[src/rtl/mac_pkg.sv]
// Shared constants and types for the MAC receive/transmit CRC datapath.
package mac_pkg;

  // Mirror a 32-bit word end for end; used to derive the LSB-first polynomial.
  function automatic logic [31:0] bit_reverse32(input logic [31:0] v);
    logic [31:0] r;
    for (int i = 0; i < 32; i++) begin
      r[i] = v[31-i];
    end
    return r;
  endfunction

  localparam logic [31:0] CRC_POLY      = 32'h04C1_1DB7;
  // The CRC is computed LSB-first, so the shift register uses the mirrored polynomial.
  localparam logic [31:0] CRC_POLY_REFL = bit_reverse32(CRC_POLY);
  localparam logic [31:0] CRC_INIT      = 32'hFFFF_FFFF;
  // Remainder left in the register after folding a frame plus its own FCS.
  localparam logic [31:0] CRC_RESIDUE   = 32'hDEBB_20E3;

  // The FCS is 4 bytes long, so this is also the depth of the byte delay line.
  localparam int DLY_DEPTH = 4;

  typedef enum logic [1:0] {
    ST_IDLE = 2'd0,
    ST_FILL = 2'd1,
    ST_PASS = 2'd2
  } rx_state_t;

  // Everything the receive checker presents downstream, registered as one bundle.
  typedef struct packed {
    logic [7:0] data;
    logic       valid;
    logic       sop;
    logic       eop;
    logic       fcs_ok;
    logic       len_err;
    logic       abort;
    logic       good;
    logic       crc_err;
    logic       runt;
  } rx_out_t;

endpackage

[src/rtl/mac_crc32_next.sv]
// Combinational CRC-32 step: fold one byte, LSB first, into the running register.
module mac_crc32_next
  import mac_pkg::*;
(
  input  logic [31:0] crc_in,
  input  logic [7:0]  data,
  output logic [31:0] crc_out
);

  // Eight serial shift steps unrolled into one combinational stage.
  always_comb begin
    logic [31:0] c;
    c = crc_in;
    for (int i = 0; i < 8; i++) begin
      if (c[0] ^ data[i]) begin
        c = (c >> 1) ^ CRC_POLY_REFL;
      end else begin
        c = c >> 1;
      end
    end
    crc_out = c;
  end

endmodule

[src/rtl/mac_rx_fcs_check.sv]
// Receive FCS checker: strips the 4-byte FCS, validates CRC and frame length,
// and reports aborts, runts and per-frame statistics. Never back-pressures.
module mac_rx_fcs_check
  import mac_pkg::*;
#(
  parameter int MIN_LEN = 64,
  parameter int MAX_LEN = 1518
) (
  input  logic       clk_i,
  input  logic       reset_i,
  input  logic [7:0] s_data_i,
  input  logic       s_valid_i,
  input  logic       s_sop_i,
  input  logic       s_eop_i,
  output logic [7:0] m_data_o,
  output logic       m_valid_o,
  output logic       m_sop_o,
  output logic       m_eop_o,
  output logic       m_fcs_ok_o,
  output logic       m_len_err_o,
  output logic       m_abort_o,
  output logic       stat_good_o,
  output logic       stat_crc_err_o,
  output logic       stat_runt_o
);

  localparam logic [15:0] MIN_L = 16'(MIN_LEN);
  localparam logic [15:0] MAX_L = 16'(MAX_LEN);

  rx_state_t   state_reg, state_next;
  logic [31:0] crc_reg, crc_next;
  logic [15:0] cnt_reg, cnt_next;
  logic [2:0]  occ_reg, occ_next;
  logic        first_reg, first_next;
  logic [7:0]  dly_reg   [DLY_DEPTH];
  logic [7:0]  dly_next  [DLY_DEPTH];
  logic [7:0]  dly_shift [DLY_DEPTH];
  rx_out_t     out_reg, out_next;

  logic [31:0] crc_seed;
  logic [31:0] crc_calc;
  logic [15:0] cnt_inc;
  logic        shift_en;
  logic        fcs_ok;
  logic        len_err;

  // A start-of-frame byte always restarts the CRC from the init value.
  assign crc_seed = s_sop_i ? CRC_INIT : crc_reg;

  mac_crc32_next u_crc (
    .crc_in (crc_seed),
    .data   (s_data_i),
    .crc_out(crc_calc)
  );

  // Byte count including the current byte, pinned at the top of the range.
  assign cnt_inc = (cnt_reg == 16'hFFFF) ? cnt_reg : cnt_reg + 16'd1;
  assign fcs_ok  = (crc_calc == CRC_RESIDUE);
  assign len_err = (cnt_inc < MIN_L) || (cnt_inc > MAX_L);

  // Shifted view of the delay line: new byte at entry 0, oldest falls out of the last entry.
  for (genvar gi = 0; gi < DLY_DEPTH; gi++) begin : g_dly
    if (gi == 0) begin : g_head
      assign dly_shift[gi] = s_data_i;
    end else begin : g_tail
      assign dly_shift[gi] = dly_reg[gi-1];
    end
  end

  // FSM state register.
  always_ff @(posedge clk_i) begin
    if (reset_i) begin
      state_reg <= ST_IDLE;
    end else begin
      state_reg <= state_next;
    end
  end

  // Next-state, datapath updates and the output bundle for the next cycle.
  always_comb begin
    state_next = state_reg;
    crc_next   = crc_reg;
    cnt_next   = cnt_reg;
    occ_next   = occ_reg;
    first_next = first_reg;
    shift_en   = 1'b0;
    out_next   = '0;

    if (s_valid_i) begin
      if (s_sop_i) begin
        // A new frame pre-empts whatever was in flight; only a frame that
        // already delivered bytes needs an abort downstream.
        out_next.abort = (state_reg == ST_PASS);
        if (s_eop_i) begin
          out_next.runt = 1'b1;
          state_next    = ST_IDLE;
          occ_next      = 3'd0;
          cnt_next      = 16'd0;
          crc_next      = CRC_INIT;
        end else begin
          state_next = ST_FILL;
          occ_next   = 3'd1;
          cnt_next   = 16'd1;
          crc_next   = crc_calc;
          first_next = 1'b1;
          shift_en   = 1'b1;
        end
      end else begin
        unique case (state_reg)
          ST_FILL: begin
            crc_next = crc_calc;
            cnt_next = cnt_inc;
            shift_en = 1'b1;
            if (s_eop_i) begin
              out_next.runt = 1'b1;
              state_next    = ST_IDLE;
              occ_next      = 3'd0;
            end else begin
              occ_next = occ_reg + 3'd1;
              if (occ_reg == 3'(DLY_DEPTH - 1)) begin
                state_next = ST_PASS;
              end
            end
          end
          ST_PASS: begin
            crc_next       = crc_calc;
            cnt_next       = cnt_inc;
            shift_en       = 1'b1;
            first_next     = 1'b0;
            out_next.data  = dly_reg[DLY_DEPTH-1];
            out_next.valid = 1'b1;
            out_next.sop   = first_reg;
            if (s_eop_i) begin
              // The delay line now holds exactly the FCS bytes, which are dropped.
              out_next.eop     = 1'b1;
              out_next.fcs_ok  = fcs_ok;
              out_next.len_err = len_err;
              out_next.good    = fcs_ok && !len_err;
              out_next.crc_err = !(fcs_ok && !len_err);
              state_next       = ST_IDLE;
              occ_next         = 3'd0;
            end
          end
          default: begin
            // Stray bytes between frames are ignored.
          end
        endcase
      end
    end

    if (shift_en) begin
      dly_next = dly_shift;
    end else begin
      dly_next = dly_reg;
    end
  end

  // Datapath and output registers.
  always_ff @(posedge clk_i) begin
    if (reset_i) begin
      crc_reg   <= CRC_INIT;
      cnt_reg   <= 16'd0;
      occ_reg   <= 3'd0;
      first_reg <= 1'b0;
      out_reg   <= '0;
      for (int i = 0; i < DLY_DEPTH; i++) begin
        dly_reg[i] <= 8'd0;
      end
    end else begin
      crc_reg   <= crc_next;
      cnt_reg   <= cnt_next;
      occ_reg   <= occ_next;
      first_reg <= first_next;
      out_reg   <= out_next;
      for (int i = 0; i < DLY_DEPTH; i++) begin
        dly_reg[i] <= dly_next[i];
      end
    end
  end

  assign m_data_o       = out_reg.data;
  assign m_valid_o      = out_reg.valid;
  assign m_sop_o        = out_reg.sop;
  assign m_eop_o        = out_reg.eop;
  assign m_fcs_ok_o     = out_reg.fcs_ok;
  assign m_len_err_o    = out_reg.len_err;
  assign m_abort_o      = out_reg.abort;
  assign stat_good_o    = out_reg.good;
  assign stat_crc_err_o = out_reg.crc_err;
  assign stat_runt_o    = out_reg.runt;

endmodule

[config.mk]
export PLATFORM = sky130hd
export DESIGN_NAME = mac_rx_fcs_check
export DESIGN_NICKNAME = d
export VERILOG_FILES = /design/src/rtl/mac_pkg.sv /design/src/rtl/mac_crc32_next.sv /design/src/rtl/mac_rx_fcs_check.sv
export SDC_FILE = /design/constraint.sdc
export NUM_CORES = 1
export LEC_CHECK = 0
export BUFFER_PORTS_ARGS = -buffer_cell sky130_fd_sc_hd__buf_2
export CELL_PAD_IN_SITES_DETAIL_PLACEMENT = 1
export CELL_PAD_IN_SITES_GLOBAL_PLACEMENT = 2
export CORE_MARGIN = 4
export CORE_UTILIZATION = 38
export DETAILED_ROUTE_END_ITERATION = 16
export GPL_ROUTABILITY_DRIVEN = 0
export PLACE_DENSITY_LB_ADDON = 0.1
export SLEW_MARGIN = 40
export SYNTH_ARGS = -nofsm -noshare
export SYNTH_HDL_FRONTEND = slang
export SYNTH_SLANG_ARGS = --single-unit
[constraint.sdc]
create_clock -name clk_i -period 3 [get_ports clk_i]
set_input_delay 0.45 -clock clk_i [delete_from_list [all_inputs] [get_ports clk_i]]
set_output_delay 0.45 -clock clk_i [all_outputs]
set_load 0.1 [all_outputs]
==> impl_metrics.ini, run 1 <==
[clock_tree]
numCtsBuffers = 9
ctsLongestPathBuffers = 2
clk_latency_ns = 0.35
cts_sinks = 103
h-tree-depth = 3
cts_setup_buffers = 0
cts_tree = done
clkTransAtPathRegs_ns = 0.08
cts_hold_buf = 0
root_buffer = clkbuf_16

[status]
status = finished clean

[synthesis]
synth_commonest_cells = dfxtp_1, nand2_1, a21oi_1
ys.flop_type = dfxtp_1
synth_area_mm2 = 0.00620
ys_warn_count = 0
synth_cells = 749
synth.most_common_cell = dfxtp_1
ys_ff_latch = 103
synth-seq-area-share_pct = 33.3
synth_edf_count = 0
synthTopCellsByArea = dfxtp_1, xnor2_1, a21oi_1
syn_avg_cell_area_um2 = 8.28
synth_top_area_cell = dfxtp_1
async_reset_ff_share_pct = 0
syn_nets = 768
yosysUniqueCellTypes = 69
yosys.area.top_type_share_pct = 33.3

[placed_design]
dp_hpwl_mm = 13.3
place_inst = 986
portBuffers = 29
dp_slack_ns = 0.0701

[route]
first_iter_violations = 276
m1WireLength_mm = 8.40
wl_per_cell_um = 18.2
vias_per_cell = 5.43
drtAntennaViolNets = 0
wirelength_mm = 18.3
drc = 0
drt_pass1_iterations = 4
met3_length_um = 665
wl_met2_mm = 8.83
routed.top_layer = met4
vias = 5440

[power]
peakVddDrop_uv = 326
finalPower_uw = 3750
powerDensity_mw_per_mm2 = 530
power.leakage_uw = 0.00268

[final_layout]
final_nets = 800
areaGrowthSynthToFinish_pct = 14.2
final_cells = 1002
antenna_cells = 0
drive_gt1_share_pct = 17.0

[die]
dieArea_mm2 = 0.0184
die_x_um = 136
core_region_area_mm2 = 0.0159
chipHeight_um = 136
ios = 30
initial_core_util_pct = 38.9
rows = 46

[grt]
grt_pass1_wl_mm = 29.8
grt-ovfl-total = 0
grt_max_degree = 89
antenna_found_initial = 0
gr-usage-all-layers_pct = 20.6
grt_pass1_vias = 5580

[setup_path]
worstPathRequired_ns = 3.30
cp-start-kind = flop
path_class = flop to flop
crit_path_max_fanout = 6
end_kind = flop
arrival_ns = 3.09

[sta]
hold_viol_final = 0
slew_viol_final = 0
tns_ns = 0
period_share_pct = 93.2
rsz0062_at_grt = false
max_slew_margin_pct = 57.9
max_slew.worst_pin.slew_ns = 0.632
clock_skew_ns = 0.00462
finalSetupViolations = 0
period_minus_slack_ns = 2.79
setup_slack_ns = 0.205
max_freq_ghz = 0.358

[worst_hold_path]
worstHoldPathType = input pin to flop

[job]
drv_cap = 0
==> logic make-up (layout without fill, tap and decap cells) <==
group | after synthesis | count (layout) | synth area share, %
adders and majority gates | 6 | 6 | 1.21
muxes | 13 | 13 | 2.58
xor gates and xnor gates | 98 | 98 | 17.8
and+or+nand+nor | 295 | 295 | 23.3
DFF | 103 | 103 | 33.3
AOI/OAI and AO/OA | 167 | 167 | 16.8
buffers and inverters | 67 | 104 | 5.07
==> repair_timing <==
item	4_1_cts	5_1_grt
resized for setup	0	1
hold endpoints to repair	0	0
endpoints found under the setup margin	0	2
==> path summary, 6_finish.rpt <==
check	to	from	cells after the start	slack [ns]
min reg2reg	dly_reg[15]$_SDFFE_PP0P_	dly_reg[23]$_SDFFE_PP0P_	2	0.45
max reg2reg	stat_good_o$_SDFF_PP0_	crc_reg[0]$_SDFFE_PP1P_	9	0.21
max	stat_good_o$_SDFF_PP0_	crc_reg[0]$_SDFFE_PP1P_	9	0.21
min	dly_reg[30]$_SDFFE_PP0P_	s_data_i[6]	3	0.38
==> metal layers <==
| metal | up-vias | global-route usage (%) |
|---|---|---|
| li1 | 2647 | - |
| met1 | 2700 | 27.1 |
| met2 | 70 | 34.2 |
| met3 | 23 | 4.09 |
| met4 | 0 | 6.16 |
| met5 | - | 0 |
==> layout by cell type (no fill, tap or decap), types with 7 or more instances in the layout <==
cell type,instances
a21oi_1,68
dfxtp_1,103
o22ai_1,27
xor2_1,21
nand3_1,17
nand2b_1,32
or2_2,7
buf_2,29
o21ai_0,19
buf_4,45
xnor2_1,59
mux2i_1,7
nand2_1,91
clkbuf_16,9
nor3_1,26
and2_1,13
inv_1,10
nor2_1,67
or3_1,7
==> metrics by stage <==
step           util (%)  hold slack (ns)  instance area [µm²]
6_report           44.4            0.382                 7080
5_1_grt            44.4            0.384                 7080
4_1_cts            44.3            0.372                 7070
3_5_place_dp       42.5            0.448                 6770
3_3_place_gp       42.5            0.439                 6770
2_1_floorplan         -            0.430                 6200
==> critical path, stage by stage (launching register included) <==
cell,delay [ns]
dfxtp_1,0.35
buf_4,0.17
xnor2_1,0.46
nor3_2,0.15
or4_2,0.63
a21oi_1,0.16
a221o_1,0.15
o311ai_1,0.17
nor4_2,0.34
and2_1,0.16
==> power breakdown <==
part           switching (µW)  internal, µW  total (µW)
registers                52.9          1420        1470
clock network             595           611        1210
logic                     572           503        1070
total                    1220          2530        3750
==> cell type report <==
| cell class | count | area, µm² |
|---|---|---|
| Fill cell | 1920 | 8860 |
| Multi-Input combinational cell | 579 | 3850 |
| Sequential cell | 103 | 2060 |
| Timing Repair Buffer | 78 | 554 |
| Tap cell | 216 | 270 |
| Clock buffer | 10 | 239 |
| Clock inverter | 6 | 60.1 |
| Inverter | 10 | 37.5 |
Power figures use the tool's default switching activity.
==> inputs of run 2 (changes only) <==
- ABC_AREA: default -> 1
- CORE_UTILIZATION: 38 -> 34
==> run 2 against run 1 <==
Power down 4.7%. Largest cell class unchanged. Final area down 7.4%. Sequential power about the same.
==> impl_metrics.ini, run 2 <==
[status]
status = finished clean

[die]
die_x_um = 140
core_region_area_mm2 = 0.0168
chipHeight_um = 140
dieArea_mm2 = 0.0195
initial_core_util_pct = 35.2
rows = 47
ios = 30

[sta]
finalSetupViolations = 0
period_share_pct = 81.8
max_freq_ghz = 0.407
tns_ns = 0
hold_viol_final = 0
clock_skew_ns = 0.0126
slew_viol_final = 0
rsz0062_at_grt = false
max_slew_margin_pct = 56.5
max_slew.worst_pin.slew_ns = 0.653
period_minus_slack_ns = 2.45

[synthesis]
ys.flop_type = dfxtp_1
synth_edf_count = 0
async_reset_ff_share_pct = 0
yosys.area.top_type_share_pct = 35.0
syn_avg_cell_area_um2 = 6.26
synth_cells = 942
synth.most_common_cell = nand2_1
synth-seq-area-share_pct = 35.0
synth_area_mm2 = 0.00589
syn_nets = 961
synthTopCellsByArea = dfxtp_1, nand2_1, nor2_1
ys_warn_count = 0
synth_top_area_cell = dfxtp_1
ys_ff_latch = 103
synth_commonest_cells = nand2_1, nor2_1, dfxtp_1
yosysUniqueCellTypes = 35

[power]
powerDensity_mw_per_mm2 = 545
combPwrFrac_pct = 21.7
intPower_uw = 2360
finalPower_uw = 3570
peakVddDrop_uv = 272
power.leakage_uw = 0.00301
seq_power_share_pct = 42.0
clkPwrFrac_pct = 36.3
switchingPower_uw = 1220
sw_frac_of_total_pct = 34.0

[final_layout]
final_cell_mix = nand2_1, nor2_1, dfxtp_1
final_common_cell = nand2_1
antenna_cells = 0
areaGrowthSynthToFinish_pct = 11.3
drive_gt1_share_pct = 11.9
fill_cells = 2247
fin_util_pct = 39.1
final_nets = 978
final_cells = 1184

[route]
drtAntennaViolNets = 0
wl_per_cell_um = 16.1
vias_per_cell = 5.00
first_iter_violations = 245
vias = 5922
drt_pass1_iterations = 4
drc = 0
wirelength_mm = 19.0

[setup_path]
rrSetupSlack_ns = 0.55
worstPathRequired_ns = 3.25
crit_path_max_fanout = 5
arrival_ns = 2.71
cp-start-kind = flop
rr_worst_depth = 14
r2r-start = cnt_reg[0]$_SDFFE_PP0P_
endpoint = stat_crc_err_o$_SDFF_PP0_
startpoint = cnt_reg[0]$_SDFFE_PP0P_
end_kind = flop
r2r-end = stat_crc_err_o$_SDFF_PP0_
path_class = flop to flop

[clock_tree]
clk_latency_ns = 0.37
cts_setup_buffers = 0
h-tree-depth = 3
cts_hold_buf = 0
cts_tree = done
cts_sinks = 103
root_buffer = clkbuf_16
clkTransAtPathRegs_ns = 0.09
cts_resized = 0
numCtsBuffers = 9
ctsLongestPathBuffers = 2

[placed_design]
place_inst = 1168
portBuffers = 29
dp_hpwl_mm = 14.1

[grt]
gr-usage-all-layers_pct = 20.0
grt-ovfl-total = 0
use_met1_pct = 25.8
globalRoute.busiestLayer = met2
antenna_found_initial = 0
use_met2_pct = 34.6
grt_pass1_vias = 6219
grt_max_degree = 68
grt_pass1_wl_mm = 31.9
use_met3_pct = 3.29

[job]
drv_cap = 0

[worst_hold_path]
worstHoldPathType = input pin to flop
-- run 2: cell types whose count changed after synthesis, moves of 16 or more --
cell,before,now
nor3_1,26,5
a21oi_1,69,39
nand3_1,17,56
nand2b_1,32,0
inv_1,10,77
nand2_1,92,318
nor2_1,67,131
o21ai_0,19,54
clkbuf_1,36,20
nand2_2,0,28
xnor2_1,59,7
-- run 2: how the worst min path moves through the flow --
stage,endpoint,cells after the start,slack [ns],from
final,dly_reg[24]$_SDFFE_PP0P_,3,0.38,s_data_i[0]
after global routing,dly_reg[26]$_SDFFE_PP0P_,3,0.40,s_data_i[2]
after CTS,stat_runt_o$_SDFF_PP0_,3,0.37,s_eop_i
after detailed placement,m_data_o[3]$_SDFF_PP0_,2,0.43,dly_reg[3]$_SDFFE_PP0P_
after global placement,m_data_o[3]$_SDFF_PP0_,2,0.43,dly_reg[3]$_SDFFE_PP0P_
after floorplan,m_sop_o$_SDFF_PP0_,2,0.42,first_reg$_SDFFE_PP0P_
-- run 2: per-stage QoR --
stage | worst slack, ns | instance area, µm² | hold slack [ns]
final | 0.546 | 6560 | 0.376
after global routing | 0.323 | 6560 | 0.401
after CTS | 0.557 | 6560 | 0.369
after detailed placement | 0.326 | 6240 | 0.433
after global placement | 0.363 | 6240 | 0.430
after floorplan | 0.909 | 5890 | 0.416
-- run 2: power groups by stage --
stage | sequential, µW | clock (µW) | combinational, µW
2_1_floorplan | 1530 | 0 | 558
3_3_place_gp | 1530 | 0 | 759
3_5_place_dp | 1530 | 0 | 774
4_1_cts | 1500 | 1340 | 781
5_1_grt | 1510 | 1410 | 885
6_report | 1500 | 1300 | 777
-- run 2: worst max-delay path: stages (launching register included) --
cell and delay, ns:
dfxtp_1 0.41, ha_1 0.22, nand2_1 0.10, nor2_2 0.16, nand3_1 0.18, nor2_1 0.28
nor2_1 0.10, nor2_1 0.29, nand3b_1 0.13, nor2_1 0.11, nand2_1 0.07, nand2_1 0.09
nand2_1 0.08, nor2_1 0.11, nor2_1 0.04
-- run 2: metal layers --
| layer | part of all wire (%) | wire (µm) |
|---|---|---|
| met5 | 0 | 0 |
| met4 | 1.9 | 357 |
| met3 | 2.7 | 513 |
| met2 | 48 | 9200 |
| met1 | 47 | 8940 |
-- run 2: cell type report --
class / instances / area, µm² / area share [%]
clock buffer: 9 / 225 / 3.44
timing repair buffer: 40 / 240 / 3.66
tap: 220 / 275 / 4.20
multi-input combinational: 720 / 3340 / 50.9
inverter: 85 / 319 / 4.87
clock inverter: 7 / 95.1 / 1.45
sequential: 103 / 2060 / 31.5
-- run 2: logic make-up (layout without fill, tap and decap cells) --
logic type	Yosys count	in the layout	synth area share [%]
AND/OR/NAND/NOR	583	583	42.7
buffers and inverters	119	141	8.43
AO/OA/AOI/OAI	118	118	10.7
flip-flops	103	103	35.0
XOR/XNOR	13	13	1.93
adder cells (fa/ha/maj)	6	6	1.27
==> inputs of run 3 (changes only) <==
- CORE_UTILIZATION: 34 -> 30
- clock period: 3 -> 2 ns (I/O delays scaled with it)
==> run 3 against run 2 <==
The run now ends with negative setup slack left. First-iteration DRC count shrank 6.9%. Power grew 65%. Non-clock buffer count grew 163. Highest routed layer unchanged.
==> impl_metrics.ini, run 3 (same netlist as run 2, synthesis figures left out) <==
[route]
wirelength_mm = 20.5
wl_per_cell_um = 14.8
vias = 6398
first_iter_violations = 228
drtAntennaViolNets = 0
drc = 0
vias_per_cell = 4.61
drt_pass1_iterations = 4

[setup_path]
crit_path_max_fanout = 4
arrival_ns = 2.27
path_class = flop to flop
cp-start-kind = flop
worstPathRequired_ns = 2.24
end_kind = flop

[sta]
period_share_pct = 101
setup_slack_ns = -0.0249
finalSetupViolations = 1
hold_viol_final = 0
rsz0062_at_grt = true
tns_ns = -0.0249
max_freq_ghz = 0.494
max_slew.worst_pin.slew_ns = 0.494
slew_viol_final = 0
period_minus_slack_ns = 2.02
hold_ws_ns = 0.231
clock_skew_ns = 0.0135
max_slew_margin_pct = 67.3

[final_layout]
fill_cells = 2532
multi_input_area_mm2 = 0.00382
register_area_mm2 = 0.00209
final_cell_mix = nand2_1, buf_4, nor2_1
areaGrowthSynthToFinish_pct = 42.9
antenna_cells = 0
final_common_cell = nand2_1
final_nets = 1142
drive_gt1_share_pct = 34.1

[clock_tree]
clkTransAtPathRegs_ns = 0.08
clk_latency_ns = 0.36
ctsLongestPathBuffers = 2
numCtsBuffers = 9
h-tree-depth = 3
cts_sinks = 103
root_buffer = clkbuf_16
cts_tree = done

[die]
die_x_um = 148
core_region_area_mm2 = 0.0190
ios = 30
initial_core_util_pct = 31.0
rows = 50
chipHeight_um = 148
dieArea_mm2 = 0.0219

[job]
drv_cap = 0

[placed_design]
dp_hpwl_mm = 15.2
portBuffers = 29

[power]
finalPower_uw = 5900
powerDensity_mw_per_mm2 = 701
peakVddDrop_uv = 369
power.leakage_uw = 0.00395

[grt]
grt_pass1_wl_mm = 33.8
antenna_found_initial = 0
grt_pass1_vias = 6654
gr-usage-all-layers_pct = 19.1
grt-ovfl-total = 0
grt_max_degree = 68

[worst_hold_path]
worstHoldPathType = input pin to flop

[status]
status = finished with violations
violations = negative setup slack
-- run 3: cell types whose count changed in the layout (fill, tap and decap cells not counted), moves of 15 or more --
cell and change:
nand2_1 -39, buf_4 +152, nand2_2 +24, nor2_2 +17, nand2_4 +15, nor2_1 -25
-- run 3: path summary, 6_finish.rpt --
path	from	end	slack [ns]	depth (start not counted)
setup / recovery	cnt_reg[1]$_SDFFE_PP0P_	stat_crc_err_o$_SDFF_PP0_	-0.02	16
hold / removal	s_eop_i	stat_runt_o$_SDFF_PP0_	0.23	3
hold reg to reg	dly_reg[4]$_SDFFE_PP0P_	m_data_o[4]$_SDFF_PP0_	0.44	2
setup reg to reg	cnt_reg[1]$_SDFFE_PP0P_	stat_crc_err_o$_SDFF_PP0_	-0.02	16
-- run 3: what timing repair did --
action                                  in CTS  in global routing
pin swaps                                   52                 24
endpoints found under the setup margin       6                  9
buffers inserted                            13                  3
gates cloned                                 1                  0
hold buffers                                 0                  0
gates resized for setup                    108                 50
hold endpoints to repair                     0                  0
-- run 3: critical path, cell delays in order, from the launching register on --
cell and delay [ns]:
dfxtp_4 0.37, buf_4 0.11, nand3_1 0.10, inv_2 0.09, nand2_2 0.08, nor2_2 0.14
nand2_1 0.07, nand2_1 0.06, nand3b_1 0.15, nor2_1 0.17, nand2_2 0.09, nor2_1 0.12
nand2_1 0.07, nand2_2 0.08, nand2_2 0.07, nor2_2 0.10, nor2_1 0.04
-- run 3: area by class of cell --
cell class | count | area share [%]
tap | 260 | 3.86
clock inverter | 7 | 1.23
clock buffer | 9 | 2.67
sequential | 103 | 24.8
inverter | 85 | 3.94
timing repair buffer | 203 | 18.1
multi-input combinational | 721 | 45.4
-- run 3: stage by stage --
stage	std cells	worst slack, ns	area, µm²	utilization [%]
3_3_place_gp	1356	-0.511	7420	39.0
3_5_place_dp	1356	-0.511	7420	39.0
2_1_floorplan	942	0.00223	5890	-
5_1_grt	1388	-0.245	8420	44.3
6_report	1388	-0.0249	8420	44.3
4_1_cts	1385	-0.0297	8220	43.2
-- run 3: metal layers --
metal | GRT usage, % | routed length [µm] | up-vias
met5 | 0 | 0 | -
met4 | 4.11 | 231 | 0
met3 | 2.77 | 390 | 17
met2 | 32.4 | 9740 | 36
met1 | 25.8 | 10200 | 2997
li1 | - | - | 3348
-- run 3: where the power goes --
part | total [µW] | internal, µW | switching (µW)
registers | 2250 | 2180 | 73.4
clock network | 1920 | 931 | 994
logic | 1720 | 728 | 996
total | 5900 | 3840 | 2060
